## src/rtl/oven_pkg.sv

```systemverilog
// Shared definitions for the microwave oven controller: state encoding and state type.
package oven_pkg;

  typedef logic [2:0] state_t;

  localparam state_t ST_IDLE  = 3'd0;
  localparam state_t ST_COOK  = 3'd1;
  localparam state_t ST_PAUSE = 3'd2;
  localparam state_t ST_DONE  = 3'd3;
  localparam state_t ST_ERROR = 3'd4;

endpackage

```

## src/rtl/oven_pwm.sv

```systemverilog
// Power-level PWM: a free-running counter while cooking, compared against the
// captured power level to gate the magnetron.
module oven_pwm #(
  parameter int PWR_LEVELS = 4
) (
  input  logic                          clk,
  input  logic                          reset,
  input  logic                          cook_en,
  input  logic                          enter_cook,
  input  logic                          door_closed,
  input  logic [$clog2(PWR_LEVELS)-1:0] pwr,
  output logic                          heat
);

  localparam int PW = $clog2(PWR_LEVELS);
  localparam logic [PW-1:0] CNT_MAX = PW'(PWR_LEVELS - 1);

  logic [PW-1:0] pwm_cnt_q;
  logic [PW-1:0] pwm_cnt_d;

  // Counter next value: restart on COOK entry so every burn begins with the on-phase.
  always_comb begin
    pwm_cnt_d = pwm_cnt_q;
    if (enter_cook) begin
      pwm_cnt_d = {PW{1'b0}};
    end else if (cook_en) begin
      if (pwm_cnt_q == CNT_MAX) begin
        pwm_cnt_d = {PW{1'b0}};
      end else begin
        pwm_cnt_d = pwm_cnt_q + 1'b1;
      end
    end else begin
      pwm_cnt_d = pwm_cnt_q;
    end
  end

  // Counter register.
  always_ff @(posedge clk) begin
    if (reset) begin
      pwm_cnt_q <= {PW{1'b0}};
    end else begin
      pwm_cnt_q <= pwm_cnt_d;
    end
  end

  // Door sense bypasses the register so opening the door kills heat in the same cycle.
  assign heat = cook_en && door_closed && (pwm_cnt_q <= pwr);

endmodule

```

## src/rtl/oven_ctrl.sv

```systemverilog
// Microwave oven controller: cook-time countdown FSM with door interlock,
// pause/resume, error handling and PWM power control.
module oven_ctrl
  import oven_pkg::*;
#(
  parameter int TIME_W     = 8,
  parameter int PWR_LEVELS = 4
) (
  input  logic                          clk,
  input  logic                          reset,
  input  logic                          door_closed,
  input  logic                          start,
  input  logic                          cancel,
  input  logic                          load,
  input  logic [TIME_W-1:0]             load_time,
  input  logic [$clog2(PWR_LEVELS)-1:0] power_lvl,
  input  logic                          tick,
  output logic                          heat,
  output state_t                        state,
  output logic [TIME_W-1:0]             time_left,
  output logic                          done
);

  localparam int PW = $clog2(PWR_LEVELS);

  state_t            state_q, state_d;
  logic [TIME_W-1:0] time_left_q, time_left_d;
  logic [PW-1:0]     pwr_q, pwr_d;
  logic              cook_en;
  logic              enter_cook;

  // State register and captured cook parameters.
  always_ff @(posedge clk) begin
    if (reset) begin
      state_q     <= ST_IDLE;
      time_left_q <= {TIME_W{1'b0}};
      pwr_q       <= {PW{1'b0}};
    end else begin
      state_q     <= state_d;
      time_left_q <= time_left_d;
      pwr_q       <= pwr_d;
    end
  end

  // Next-state and countdown logic; door-open and cancel take precedence over tick in COOK.
  always_comb begin
    state_d     = state_q;
    time_left_d = time_left_q;
    pwr_d       = pwr_q;
    case (state_q)
      ST_IDLE: begin
        if (load) begin
          time_left_d = load_time;
          pwr_d       = power_lvl;
        end else if (start) begin
          if (!door_closed) begin
            state_d = ST_ERROR;
          end else if (time_left_q != {TIME_W{1'b0}}) begin
            state_d = ST_COOK;
          end else begin
            state_d = ST_IDLE;
          end
        end else begin
          state_d = ST_IDLE;
        end
      end
      ST_COOK: begin
        if (!door_closed) begin
          state_d = ST_PAUSE;
        end else if (cancel) begin
          state_d     = ST_IDLE;
          time_left_d = {TIME_W{1'b0}};
        end else if (tick) begin
          if (time_left_q > TIME_W'(1)) begin
            time_left_d = time_left_q - TIME_W'(1);
          end else begin
            time_left_d = {TIME_W{1'b0}};
            state_d     = ST_DONE;
          end
        end else begin
          state_d = ST_COOK;
        end
      end
      ST_PAUSE: begin
        if (cancel) begin
          state_d     = ST_IDLE;
          time_left_d = {TIME_W{1'b0}};
        end else if (start && door_closed) begin
          state_d = ST_COOK;
        end else begin
          state_d = ST_PAUSE;
        end
      end
      ST_DONE: begin
        state_d = ST_IDLE;
      end
      ST_ERROR: begin
        if (cancel || door_closed) begin
          state_d = ST_IDLE;
        end else begin
          state_d = ST_ERROR;
        end
      end
      default: begin
        state_d = ST_IDLE;
      end
    endcase
  end

  // Output decode; reset masks heat and done even before the state register clears.
  always_comb begin
    cook_en    = (state_q == ST_COOK) && !reset;
    enter_cook = (state_d == ST_COOK) && (state_q != ST_COOK);
    done       = (state_q == ST_DONE) && !reset;
    state      = state_q;
    time_left  = time_left_q;
  end

  oven_pwm #(
    .PWR_LEVELS (PWR_LEVELS)
  ) u_pwm (
    .clk         (clk),
    .reset       (reset),
    .cook_en     (cook_en),
    .enter_cook  (enter_cook),
    .door_closed (door_closed),
    .pwr         (pwr_q),
    .heat        (heat)
  );

endmodule

```

## config.mk

```make
export PLATFORM = sky130hd
export DESIGN_NAME = oven_ctrl
export DESIGN_NICKNAME = d
export VERILOG_FILES = /design/src/rtl/oven_pkg.sv /design/src/rtl/oven_pwm.sv /design/src/rtl/oven_ctrl.sv
export SDC_FILE = /design/constraint.sdc
export NUM_CORES = 1
export LEC_CHECK = 0
export ABC_AREA = 1
export ABC_CLOCK_PERIOD_IN_PS = 1400
export CORE_ASPECT_RATIO = 0.75
export CORE_UTILIZATION = 43
export CTS_CLUSTER_SIZE = 28
export DETAILED_ROUTE_END_ITERATION = 8
export PLACE_DENSITY = 0.85
export SYNTH_ARGS = -nofsm -noshare
export SYNTH_HDL_FRONTEND = slang
export SYNTH_SLANG_ARGS = --single-unit
```

## constraint.sdc

```tcl
create_clock -name clk -period 1.4 [get_ports clk]
set_input_delay 0.14 -clock clk [delete_from_list [all_inputs] [get_ports clk]]
set_output_delay 0.14 -clock clk [all_outputs]
set_load 0.05 [all_outputs]
```

* After elaboration in Yosys (flattened, before gate mapping)
Index checks and enable logic that the tools add are counted.
Operators by class: $add $sub $neg 2, multipliers 0, div/mod/pow operators 0, magnitude comparators 2, eq/ne operators 11, shifts and indexed selects 0, multiplexer cells 20, bitwise logic cells 0, reductions and logical operators 14
Operators with widths (number):
- 2-to-1 mux 8 bit | 6
- 2-to-1 mux 3 bit | 8
- one-hot mux 8 bit (3 select lines) | 1
- one-hot mux 3 bit (4 select lines) | 1
- greater-than comparator 8 x 1 -> 1 bit (second input constant) | 1
- nonzero test 8 bit | 1
- subtractor 8 x 1 -> 8 bit (second input constant) | 1
- equality test 3 x 1 -> 1 bit (second input constant) | 2
- equality test 3 x 2 -> 1 bit (second input constant) | 2
- logical AND 1 bit | 6
- 2-to-1 mux 2 bit | 3
- != test 2 bit (second input constant) | 3
- AND reduction 5 bit | 1
- equality test 3 bit (second input constant) | 1
- logical NOT 3 bit | 1
- != test 3 x 1 -> 1 bit (second input constant) | 1
- != test 3 bit (second input constant) | 1
- nonzero test 3 bit | 1
- adder 2 x 1 -> 2 bit (second input constant) | 1
- equality test 2 bit (second input constant) | 1
- <= comparator 2 bit | 1
- AND reduction 2 bit | 1
- OR reduction 2 bit | 1
- logical NOT 1 bit | 1
- 2 further kinds | 2
Storage, ports and cells: bits in registers 15, bits in latches 0, RAM bits 0, ROM bits 0, bits of input ports 17, logic and storage cells 53, memories kept 0

* Depth between registers and ports, before layout
Gate-level depths: netlist of the first run.
depth after elaboration 9, gate-level depth with buffers 10

* Cells and area by module
A second synthesis of the first run with hierarchy kept.
Unflattened totals: cell total of the unflattened synthesis 173, area total of the unflattened synthesis 1069.8 sq um
Modules (own cells, without submodules):
- oven_ctrl | instances 1, cells an instance 150, area an instance 918.4 sq um, seq. area each 260.2 sq um
- oven_pwm | instances 1, cells an instance 23, area an instance 151.4 sq um, seq. area each 40.0 sq um

* Worst setup path after synthesis of the first run
Ideal clock, no wire load.
path type register to output, start point register state_q[0] (netlist: state[0]), end point output port done, arrival time 2.357 ns, required time 1.260 ns, slack -1.097 ns, cell stages (with the launch flop) 3, path buffers 0, cell sequence dfxtp_1 inv_2 nor4_1
Between the ends: cells in the longest elaborated chain, start to end 2
Ends and longest elaborated chain:
- start, declared | line oven_ctrl.sv:26 | state_t state_q, state_d;
- start signal, assigned | line oven_ctrl.sv:39 | state_q <= state_d;
- equality test 3 x 2 -> 1 bit | line oven_ctrl.sv:114 | done = (state_q == ST_DONE) && !reset;
- logical AND 1 bit | line oven_ctrl.sv:114
- end, declared | line oven_ctrl.sv:21 | output logic done
Every way passes these cells.

* Final worst setup path of the first run
start point register state_q[2] (netlist: state[2]), end point output port heat
Between the ends: cells in the longest elaborated chain, start to end 4
Ends and longest elaborated chain:
- equality test 3 x 1 -> 1 bit | line oven_ctrl.sv:112 | cook_en = (state_q == ST_COOK) && !reset;
- logical AND 1 bit | line oven_ctrl.sv:112
- logical AND 1 bit (2 in a row) | line oven_pwm.sv:47 | assign heat = cook_en && door_closed && (pwm_cnt_q <= pwr);
- end, declared | line oven_ctrl.sv:18 | output logic heat,
Every way passes these cells.

==> summary.md, run 1 <==
| Metric | Value |
|---|---|
| Post-Syn Nets | `210` |
| CTS tree | `done` |
| Setup crit start kind | `register` |
| Wire per inst | `13.7 µm` |
| CP Capture Type | `primary output` |
| Synth warn | `0` |
| Seq/Total Area, Yosys | `0.260` |
| CP Max Fanout | `5` |
| Clock Pin Slew Worst Setup and Hold Paths | `110 ps` |
| Max Cap Viol | `0` |
| Total GRT Usage | `0.244` |
| Antenna Violating Nets Remaining | `0` |
| Synth area leader | `dfxtp_1` |
| Pins Over Slew Limit | `0` |
| VDD IR max | `0.000482 V` |
| Fmax achieved | `618 MHz` |
| Cell Rows | `15` |
| Largest net degree at the start of global routing | `14` |
| Final TNS setup | `-596 ps` |
| Failing checks | `negative setup slack` |
| Highest Signal Layer | `met4` |
| TritonRoute pass-1 iters | `4` |
| Critical path class | `reg2out` |
| Worst path cell trace | `clkinv_4 > nand3_4 > nor2_4 > inv_2 > nor3_4 > buf_12` |
| Cells after Synth | `187` |
| Crit share post-route | `1.16` |
| Synth top area share | `0.260` |
| Number of global-route vias before repair | `1,149` |
| Total global routing overflow | `0` |
| Die width | `61.8 µm` |
| PD cells | `756 nW/µm²` |
| Finished Core Util | `0.828` |
| Hold slack | `444 ps` |
| Slowest stage delay, CP | `400 ps` |
| # diodes | `0` |
| Layout cells sized above 1 | `0.393` |
| # IOs | `30` |
| Clk_lat worst skew | `310 ps` |
| Vias per cell | `5.12` |
| Met2 wire length | `1820 µm` |
| Area Overhead vs Synth | `73.8%` |
| Setup WS post-layout | `-219 ps` |
| # hold bufs at CTS | `0` |
| Clock Skews | `14.3 ps` |
| Yosys cell types | `25` |
| Hold Vio Cnt, Final | `0` |
| Fill cells | `133` |
| M1 wire length | `1660 µm` |
| P_leak | `0.948 nW` |
| CP Buf/Inv Count | `3` |
| Min cycle time layout | `1620 ps` |
| Via Count | `1,464` |
| Synthesized flop and latch total | `15` |
| Die Area | `2900 µm²` |
| Max transition margin | `0.821` |
| TritonCTS sink count | `15` |
| Worst-Margin Slew | `266 ps` |
| Core area | `2420 µm²` |
| Met3 wire len | `314 µm` |
| Crit-path leading delay family | `simple AND/OR/NAND/NOR gates` |
| CTS Root Buffer Type | `clkbuf_4` |
| RSZ-0062 raised after global routing | `yes` |
| Max Buffers Root-to-Sink | `2` |
| Gp weighted congestion | `0.832` |
| 1st-iter DRT viols | `95` |
| Arr. time, crit path | `1480 ps` |
| Outcome | `finished, violations left` |
| Htree depth | `1` |
| HP Class | `in2reg` |
| Synth Cell Area | `1150 µm²` |
| PortBufs | `29` |
| Cts bufs inserted | `3` |
| Total Wirelength | `3910 µm` |
| Setup slack after placement | `-105 ps` |
| Top cells by area, synth | `dfxtp_1, nand2_1, nor2_1` |
| Die height | `46.9 µm` |
| CP max stage cell | `dfxtp_4` |
| Final #Nets | `276` |
| DP HPWL | `2330 µm` |
| Syn Area/Cell | `6.17 µm²` |
| First-pass GRT wire length | `5060 µm` |
| Initial Util | `0.476` |
| Initial antenna violation count | `0` |
| CP Data Required Time | `1260 ps` |
| DRC | `0` |
| Setup violations, final | `9` |
final cells by class:
cell class / instances / area (µm²) / share of cell area
well taps: 34 / 42.5 / 0.0212
multi-input cells: 146 / 857 / 0.428
inverters: 25 / 104 / 0.0518
clock inverters: 1 / 7.51 / 0.00375
repair buffers: 62 / 643 / 0.321
clock buffers: 3 / 22.5 / 0.0112
flip-flops and latches: 15 / 328 / 0.164
power by group:
group / total [mW] / internal [mW] / switching [mW]
sequential: 0.505 / 0.462 / 0.0435
clock: 0.279 / 0.109 / 0.170
combinational: 0.731 / 0.320 / 0.412
total: 1.52 / 0.890 / 0.625
what timing repair did:
action	CTS	global route
gates resized for setup	8	11
setup endpoints to repair	3	6
gates cloned	0	1
setup buffers	1	19
pin swaps	3	7
synth_stat cells:
cell type,n
a21oi_1,6
buf_6,1
clkbuf_1,1
dfxtp_1,15
ha_1,6
inv_1,17
inv_2,8
nand2_1,57
nand2_4,2
nand3_1,16
nand3_2,1
nand3_4,1
nand3b_1,1
nand3b_2,1
nand4_1,3
nor2_1,33
nor2_2,3
nor2_4,3
nor2_8,1
nor3_1,1
nor4_1,1
o21ai_0,4
o21ai_1,3
or2_1,1
xor2_1,1
worst register-to-register path: cells and delay by family, from the launching register on:
kind / cells / cell delay (ps)
DFF: 1 / 420
buffers and inverters: 3 / 380
and+or+nand+nor: 7 / 600
through the flow:
stage	total power, mW	cell area [µm²]	std cells
6_report	1.52	2000	286
5_1_grt	1.60	2000	286
4_1_cts	1.43	1800	266
3_5_place_dp	1.15	1740	261
3_3_place_gp	1.13	1740	261
2_1_floorplan	0.900	1230	187
sequential cells by signal (all words and copies together), names as in the netlist:
signal and flops:
time_left 8, state 3, pwr_q 2, u_pwm.pwm_cnt_q 2
cell usage in the layout, fill, tap and decap left out, drive strengths merged, types with 6 or more instances in the layout:
| master | Yosys | layout |
|---|---|---|
| inv | 25 | 24 |
| o21ai | 7 | 7 |
| buf | 1 | 46 |
| clkdlybuf4s50 | 0 | 16 |
| ha | 6 | 6 |
| dfxtp | 15 | 15 |
| nand2 | 59 | 60 |
| nand3 | 18 | 18 |
| a21oi | 6 | 6 |
| nor2 | 40 | 40 |
layer usage:
| layer | up-vias | global-route usage |
|---|---|---|
| li1 | 717 | - |
| met1 | 662 | 0.323 |
| met2 | 70 | 0.402 |
| met3 | 15 | 0.0496 |
| met4 | 0 | 0.0800 |
| met5 | - | 0 |
cells by family after synthesis:
logic type,after synthesis,share of synthesized area
AND/OR/NAND/NOR,125,0.516
buffers and inverters,27,0.0944
flip-flops,15,0.260
adder cells (fa/ha/maj),6,0.0651
XOR/XNOR,1,0.00759
AO/OA/AOI/OAI,13,0.0564
final timing paths:
check	start	end	cells after the start	slack, ps
worst max-delay path	state[2]	heat	6	-220
worst min-delay path	power_lvl[1]	pwr_q[1]	3	440
worst max register to register	state[2]	time_left[7]	10	-90
worst min register to register	pwr_q[1]	pwr_q[1]	2	480
Power figures use the tool's default switching activity.
==> inputs of run 2 (changes only) <==
--- a/config.mk
+++ b/config.mk
@@ -11,6 +11,7 @@
 export CORE_UTILIZATION = 43
 export CTS_CLUSTER_SIZE = 28
 export DETAILED_ROUTE_END_ITERATION = 8
+export MAX_ROUTING_LAYER = met4
 export PLACE_DENSITY = 0.85
 export SYNTH_ARGS = -nofsm -noshare
 export SYNTH_HDL_FRONTEND = slang
==> summary.md, run 2 (synthesized netlist as in run 1, its figures left out) <==
| Metric | Value |
|---|---|
| GR Util met3 | `0.0496` |
| Initial Util | `0.476` |
| CTS Root Buffer Type | `clkbuf_4` |
| Total global routing overflow | `0` |
| Max transition margin | `0.821` |
| CP endpoint | `heat` |
| Outcome | `finished, violations left` |
| Die height | `46.9 µm` |
| HP Class | `in2reg` |
| Setup WS post-layout | `-203 ps` |
| Htree depth | `1` |
| VDD IR max | `0.000478 V` |
| Number of global-route vias before repair | `1,150` |
| Reg2Reg Depth | `9` |
| Total GRT Usage | `0.252` |
| Vias per cell | `5.01` |
| Final TNS setup | `-271 ps` |
| CP max stage cell | `dfxtp_4` |
| Worst Hold Launch | `power_lvl[1]` |
| Reg-to-reg slack, setup | `-40 ps` |
| Initial antenna violation count | `0` |
| # IOs | `30` |
| Fmax achieved | `624 MHz` |
| Reg-to-reg endpoint | `time_left[1]` |
| Failing checks | `negative setup slack` |
| Max Cap Viol | `0` |
| Die Area | `2900 µm²` |
| P_leak | `0.923 nW` |
| Antenna Violating Nets Remaining | `0` |
| Fill cells | `145` |
| 1st-iter DRT viols | `97` |
| Via Count | `1,417` |
| Cts bufs inserted | `3` |
| CP Buf/Inv Count | `3` |
| WHS Path Cells | `3` |
| Core area | `2420 µm²` |
| # hold bufs at CTS | `0` |
| CP Max Fanout | `5` |
| DP HPWL | `2330 µm` |
| Layout cells sized above 1 | `0.386` |
| Final Power | `1.49 mW` |
| Arr. time, crit path | `1460 ps` |
| Total Wirelength | `3580 µm` |
| Critical path class | `reg2out` |
| Crit. path cell count | `6` |
| Worst-Margin Slew | `267 ps` |
| Min cycle time layout | `1600 ps` |
| Pins Over Slew Limit | `0` |
| Area Overhead vs Synth | `69.5%` |
| First-pass GRT wire length | `5060 µm` |
| Setup crit start kind | `register` |
| Final #Nets | `273` |
| M2 GR Usage | `0.404` |
| TritonCTS sink count | `15` |
| Gp weighted congestion | `0.845` |
| Max Buffers Root-to-Sink | `2` |
| Worst path cell trace | `clkinv_4 > nand3_4 > nor2_4 > inv_2 > nor3_4 > buf_12` |
| Crit share post-route | `1.14` |
| PD cells | `763 nW/µm²` |
| # diodes | `0` |
| Grt met1 use | `0.320` |
| Grt peak-use layer | `met2` |
| Commonest non-fill, non-tap cell in the layout | `nand2_1` |
| CP Data Required Time | `1260 ps` |
| Hold Vio Cnt, Final | `0` |
| CTS tree | `done` |
| Max FFs per register | `8` |
| Most frequent cells in the layout | `nand2_1, buf_4, nor2_1` |
| TritonRoute pass-1 iters | `4` |
| Die width | `61.8 µm` |
| Clock Skews | `16.1 ps` |
| Crit path launch | `state[2]` |
| Largest net degree at the start of global routing | `14` |
| Slowest stage delay, CP | `390 ps` |
| Placed cell area | `1740 µm²` |
| Cell Rows | `15` |
| CP Capture Type | `primary output` |
| DRC | `0` |
| Clock Pin Slew Worst Setup and Hold Paths | `110 ps` |
| RSZ-0062 raised after global routing | `yes` |
| Clk_lat worst skew | `310 ps` |
| Crit-path leading delay family | `simple AND/OR/NAND/NOR gates` |
| RR Startpoint | `state[0]` |
| Setup violations, final | `6` |
| Wire per inst | `12.6 µm` |
| Design Area, Final | `1960 µm²` |
| PortBufs | `29` |
## run 2: how the worst min path moves through the flow
stage                           to  slack (ps)
after floorplan           state[0]         200
after global placement    pwr_q[0]         440
after detailed placement  pwr_q[0]         450
after CTS                 pwr_q[1]         450
after global routing      pwr_q[0]         490
final                     pwr_q[1]         450
## run 2: metrics by stage
step / cells / worst slack, ps / utilization / hold slack (ps)
after global placement: 261 / -66.2 / 0.717 / 441
after CTS: 266 / -219 / 0.744 / 446
after floorplan: 187 / -31.4 / - / 199
final: 283 / -203 / 0.808 / 449
after global routing: 283 / -259 / 0.808 / 492
after detailed placement: 261 / -105 / 0.717 / 446
## run 2: layout make-up
type / instances / area, µm² / share of cell area
tap: 34 / 42.5 / 0.0218
clock inverter: 1 / 7.51 / 0.00384
inverter: 25 / 104 / 0.0531
multi-input combinational: 145 / 832 / 0.425
timing repair buffer: 60 / 619 / 0.317
clock buffer: 3 / 22.5 / 0.0115
sequential: 15 / 328 / 0.168
## run 2: power by group
part / total [mW] / internal, mW / switching [mW]
Combinational: 0.709 / 0.308 / 0.401
Clock: 0.279 / 0.109 / 0.169
Sequential: 0.504 / 0.461 / 0.0427
## run 2: repair_timing
item | in CTS | in global routing
resized for setup | 8 | 10
endpoints found under the setup margin | 3 | 6
setup buffers | 1 | 17
pin swaps | 3 | 7
## run 2: per-layer routing
metal / part of all wire / wire length, µm
met5: 0 / 0
met4: 0.021 / 76
met3: 0.050 / 178
met2: 0.47 / 1680
met1: 0.46 / 1640
## run 2: worst min-delay path: cells and delay by family
kind | cells | cell delay (ps)
buf+inv | 1 | 390
compound gates | 2 | 200
==> inputs of run 3 (changes only) <==
--- a/config.mk
+++ b/config.mk
@@ -13,6 +13,7 @@
 export DETAILED_ROUTE_END_ITERATION = 8
 export MAX_ROUTING_LAYER = met4
 export PLACE_DENSITY = 0.85
+export SLEW_MARGIN = 20
 export SYNTH_ARGS = -nofsm -noshare
 export SYNTH_HDL_FRONTEND = slang
 export SYNTH_SLANG_ARGS = --single-unit
==> results of run 3 <==
Final layout, timing and power as in run 2 (identical DEF).
==> patch (flow settings as in run 1) <==
Register the output `heat`, cleared by the reset; this adds one clock of latency there. The other outputs are not delayed to match. Comments in the files are not updated.
--- a/src/rtl/oven_ctrl.sv
+++ b/src/rtl/oven_ctrl.sv
@@ -22,6 +22,8 @@
 );
 
   localparam int PW = $clog2(PWR_LEVELS);
+
+  logic heat_d;
 
   state_t            state_q, state_d;
   logic [TIME_W-1:0] time_left_q, time_left_d;
@@ -125,8 +127,16 @@
     .enter_cook  (enter_cook),
     .door_closed (door_closed),
     .pwr         (pwr_q),
-    .heat        (heat)
+    .heat        (heat_d)
   );
+
+  always_ff @(posedge clk) begin
+    if (reset) begin
+      heat <= '0;
+    end else begin
+      heat <= heat_d;
+    end
+  end
 
 endmodule
 
Function: changed (a bounded check fails within 4 cycles, from zero or initial values and one cycle with reset high).
==> patch against run 1 <==
Area after synthesis shrank 4.1%. First-iteration DRC count shrank 34%. Non-clock buffer count shrank 20. Critical endpoint is now time_left[6]. Wire length shrank 20%. Largest power group unchanged. Count of clock-buffer cells in the layout grew 1. Largest cell class unchanged. Fmax grew 18%. Sequential cell count grew 1. Clock skew shrank 11 ps. Critical path type is now register to register. Setup slack gained 240 ps. Total power shrank 4.7%. Final area shrank 12%. Highest routed layer unchanged.
==> patch: results (changes against run 1) <==
stage,metric,value,unit,change
outcome,status,completed,,"was finished, violations left"
min_path,worst hold path class,primary input to register,,unchanged
synthesis,synth cell count leaders,"nand2_1, inv_1, nor2_1",,"was nand2_1, nor2_1, inv_1"
final_layout,fraction of final layout cells sized beyond drive strength 1,0.2996,,was 0.3929
place,detailed placer's ending HPWL,2328,µm,was 2325 µm
synthesis,sequential-to-total area share from yosys stat,0.2896,,was 0.2603
cts,Clock Tree Root,clkbuf_4,,unchanged
critical_path,arrival time worst endpoint,1570,ps,was 1480 ps
cts,number of buffers added by the clock tree synthesis step,3,,unchanged
final_layout,flip-flop count of the largest register after layout,8,,unchanged
cts,number of gates resized after cts,5,,was 8
pwr,internal power consumption,0.8841,mW,was 0.8903 mW
place,routability congestion estimate from global placement,0.9243,,was 0.8322
critical_path,family of cells with the greatest summed delay on the critical path,simple AND/OR/NAND/NOR gates,,unchanged
pwr,Pleak,0.8047,nW,was 0.9482 nW
place,Place WS,-77.46,ps,was -105.1 ps
final_layout,ant diodes,0,,unchanged
synthesis,number of synthesis warnings,0,,unchanged
pwr,maximum resistive drop on vdd,0.5571,mV,was 0.4817 mV
pwr,portion of total power attributed to combinational logic,0.450,,was 0.483
cts,clock transition at the registers of the reported paths,90,ps,was 110 ps
global_route,initial antenna violation count,0,,unchanged
global_route,global-route total usage across every layer,0.2371,,was 0.2443
synthesis,xor and xnor area share after synthesis,0.007919,,was 0.007592
global_route,vias in the first global route,1149,,unchanged
critical_path,biggest fanout along the worst timing path,6,,was 5
place,total of buffers placed on input and output ports,29,,unchanged
timing,Fin Clk Skew,3.376,ps,was 14.27 ps
synthesis,area share of fa/ha/maj cells after synthesis,0.06787,,was 0.06508
critical_path,crit-path max cell delay,360,ps,was 400 ps
synthesis,compound-gate portion of the synthesized area,0.1063,,was 0.05640
routing,final routed wire length divided by cell count,11.97,µm,was 13.69 µm
synthesis,net count after synthesis,204,,was 210
final_layout,number of filler cells placed in the layout,195,,was 133
cts,clock latency on the worst-skew pair,290,ps,was 310 ps
synthesis,cells taking the most area after synthesis,"dfxtp_1, nand2_1, inv_1",,"was dfxtp_1, nand2_1, nor2_1"
final_layout,net count of the finished layout,251,,was 276
cts,post-CTS setup buffer count,4,,was 1
pwr,sequential power share,0.372,,was 0.333
routing,initial DRC count,63,,was 95
pwr,power in combinational cells,0.650,mW,was 0.731 mW
synthesis,multiplexer area fraction after synthesis,0,,unchanged
routing,vias per inst,4.985,,was 5.119
place,Post-DP Area,1648,µm²,was 1737 µm²
critical_path,worst-path cell with the longest stage delay,dfxtp_4,,unchanged
cts,maximum level of the CTS H-tree,1,,unchanged
global_route,pin count of the biggest net entering global routing,10,,was 14
routing,Initial DRT Pass Iterations,4,,unchanged
synthesis,async set-or-reset flop fraction in the synthesized netlist,0,,unchanged
cts,buffer levels on the longest clock path,2,,unchanged
synthesis,Netlist cell types,22,,was 25
timing,Relative slew margins,0.7694,,was 0.8210
global_route,global-route wire length before repair,4843,µm,was 5057 µm
[patch: cell count changes in the layout (fill, tap and decap cells not counted), moves of 3 or more]
cell     before  now
buf_4        35   15
nor2_1       30   20
nand2_1      55   46
inv_1        13   21
dfxtp_1       3    9
a21oi_1       4    9
dfxtp_2       7    2
inv_2        10    6
nor2_2        4    8
nand2_2       2    5
o21ai_0       4    7
[patch: cell families after synthesis]
| group | count (synthesis) |
|---|---|
| fa+ha+maj | 6 |
| xor+xnor | 1 |
| flops | 16 |
| simple gates | 106 |
| buf+inv | 30 |
| compound gates | 22 |
[patch: stage by stage]
| step | TNS (ps) | hold slack (ps) | std cells |
|---|---|---|---|
| final | 0 | 433.4 | 261 |
| after global routing | -379.1 | 483.3 | 261 |
| after CTS | 0 | 435.0 | 260 |
| after detailed placement | -364.4 | 461.0 | 253 |
| after global placement | -156.1 | 446.7 | 253 |
| after floorplan | 0 | 221.6 | 181 |
[patch: metal layers]
metal / vias up / routed length [µm] / global-route usage
li1: 667 / - / -
met1: 570 / 1397 / 0.3003
met2: 62 / 1470 / 0.4132
met3: 2 / 242 / 0.05398
met4: 0 / 13 / 0.05000
met5: - / 0 / 0
[patch: cell type report]
| class | count | area (µm²) | share of cell area |
|---|---|---|---|
| multi-input combinational | 136 | 744.5 | 0.4226 |
| timing repair buffer | 42 | 493.0 | 0.2798 |
| sequential | 16 | 341.6 | 0.1939 |
| inverter | 29 | 113.9 | 0.06463 |
| tap | 34 | 42.54 | 0.02415 |
| clock buffer | 4 | 26.28 | 0.01491 |
[patch: path summary, 6_finish.rpt]
kind | start | to | slack (ps) | depth (start not counted)
max | state[1] | time_left[6] | 20 | 7
min | power_lvl[0] | pwr_q[0] | 430 | 3
max reg2reg | state[1] | time_left[6] | 20 | 7
min reg2reg | pwr_q[1] | pwr_q[1] | 470 | 2
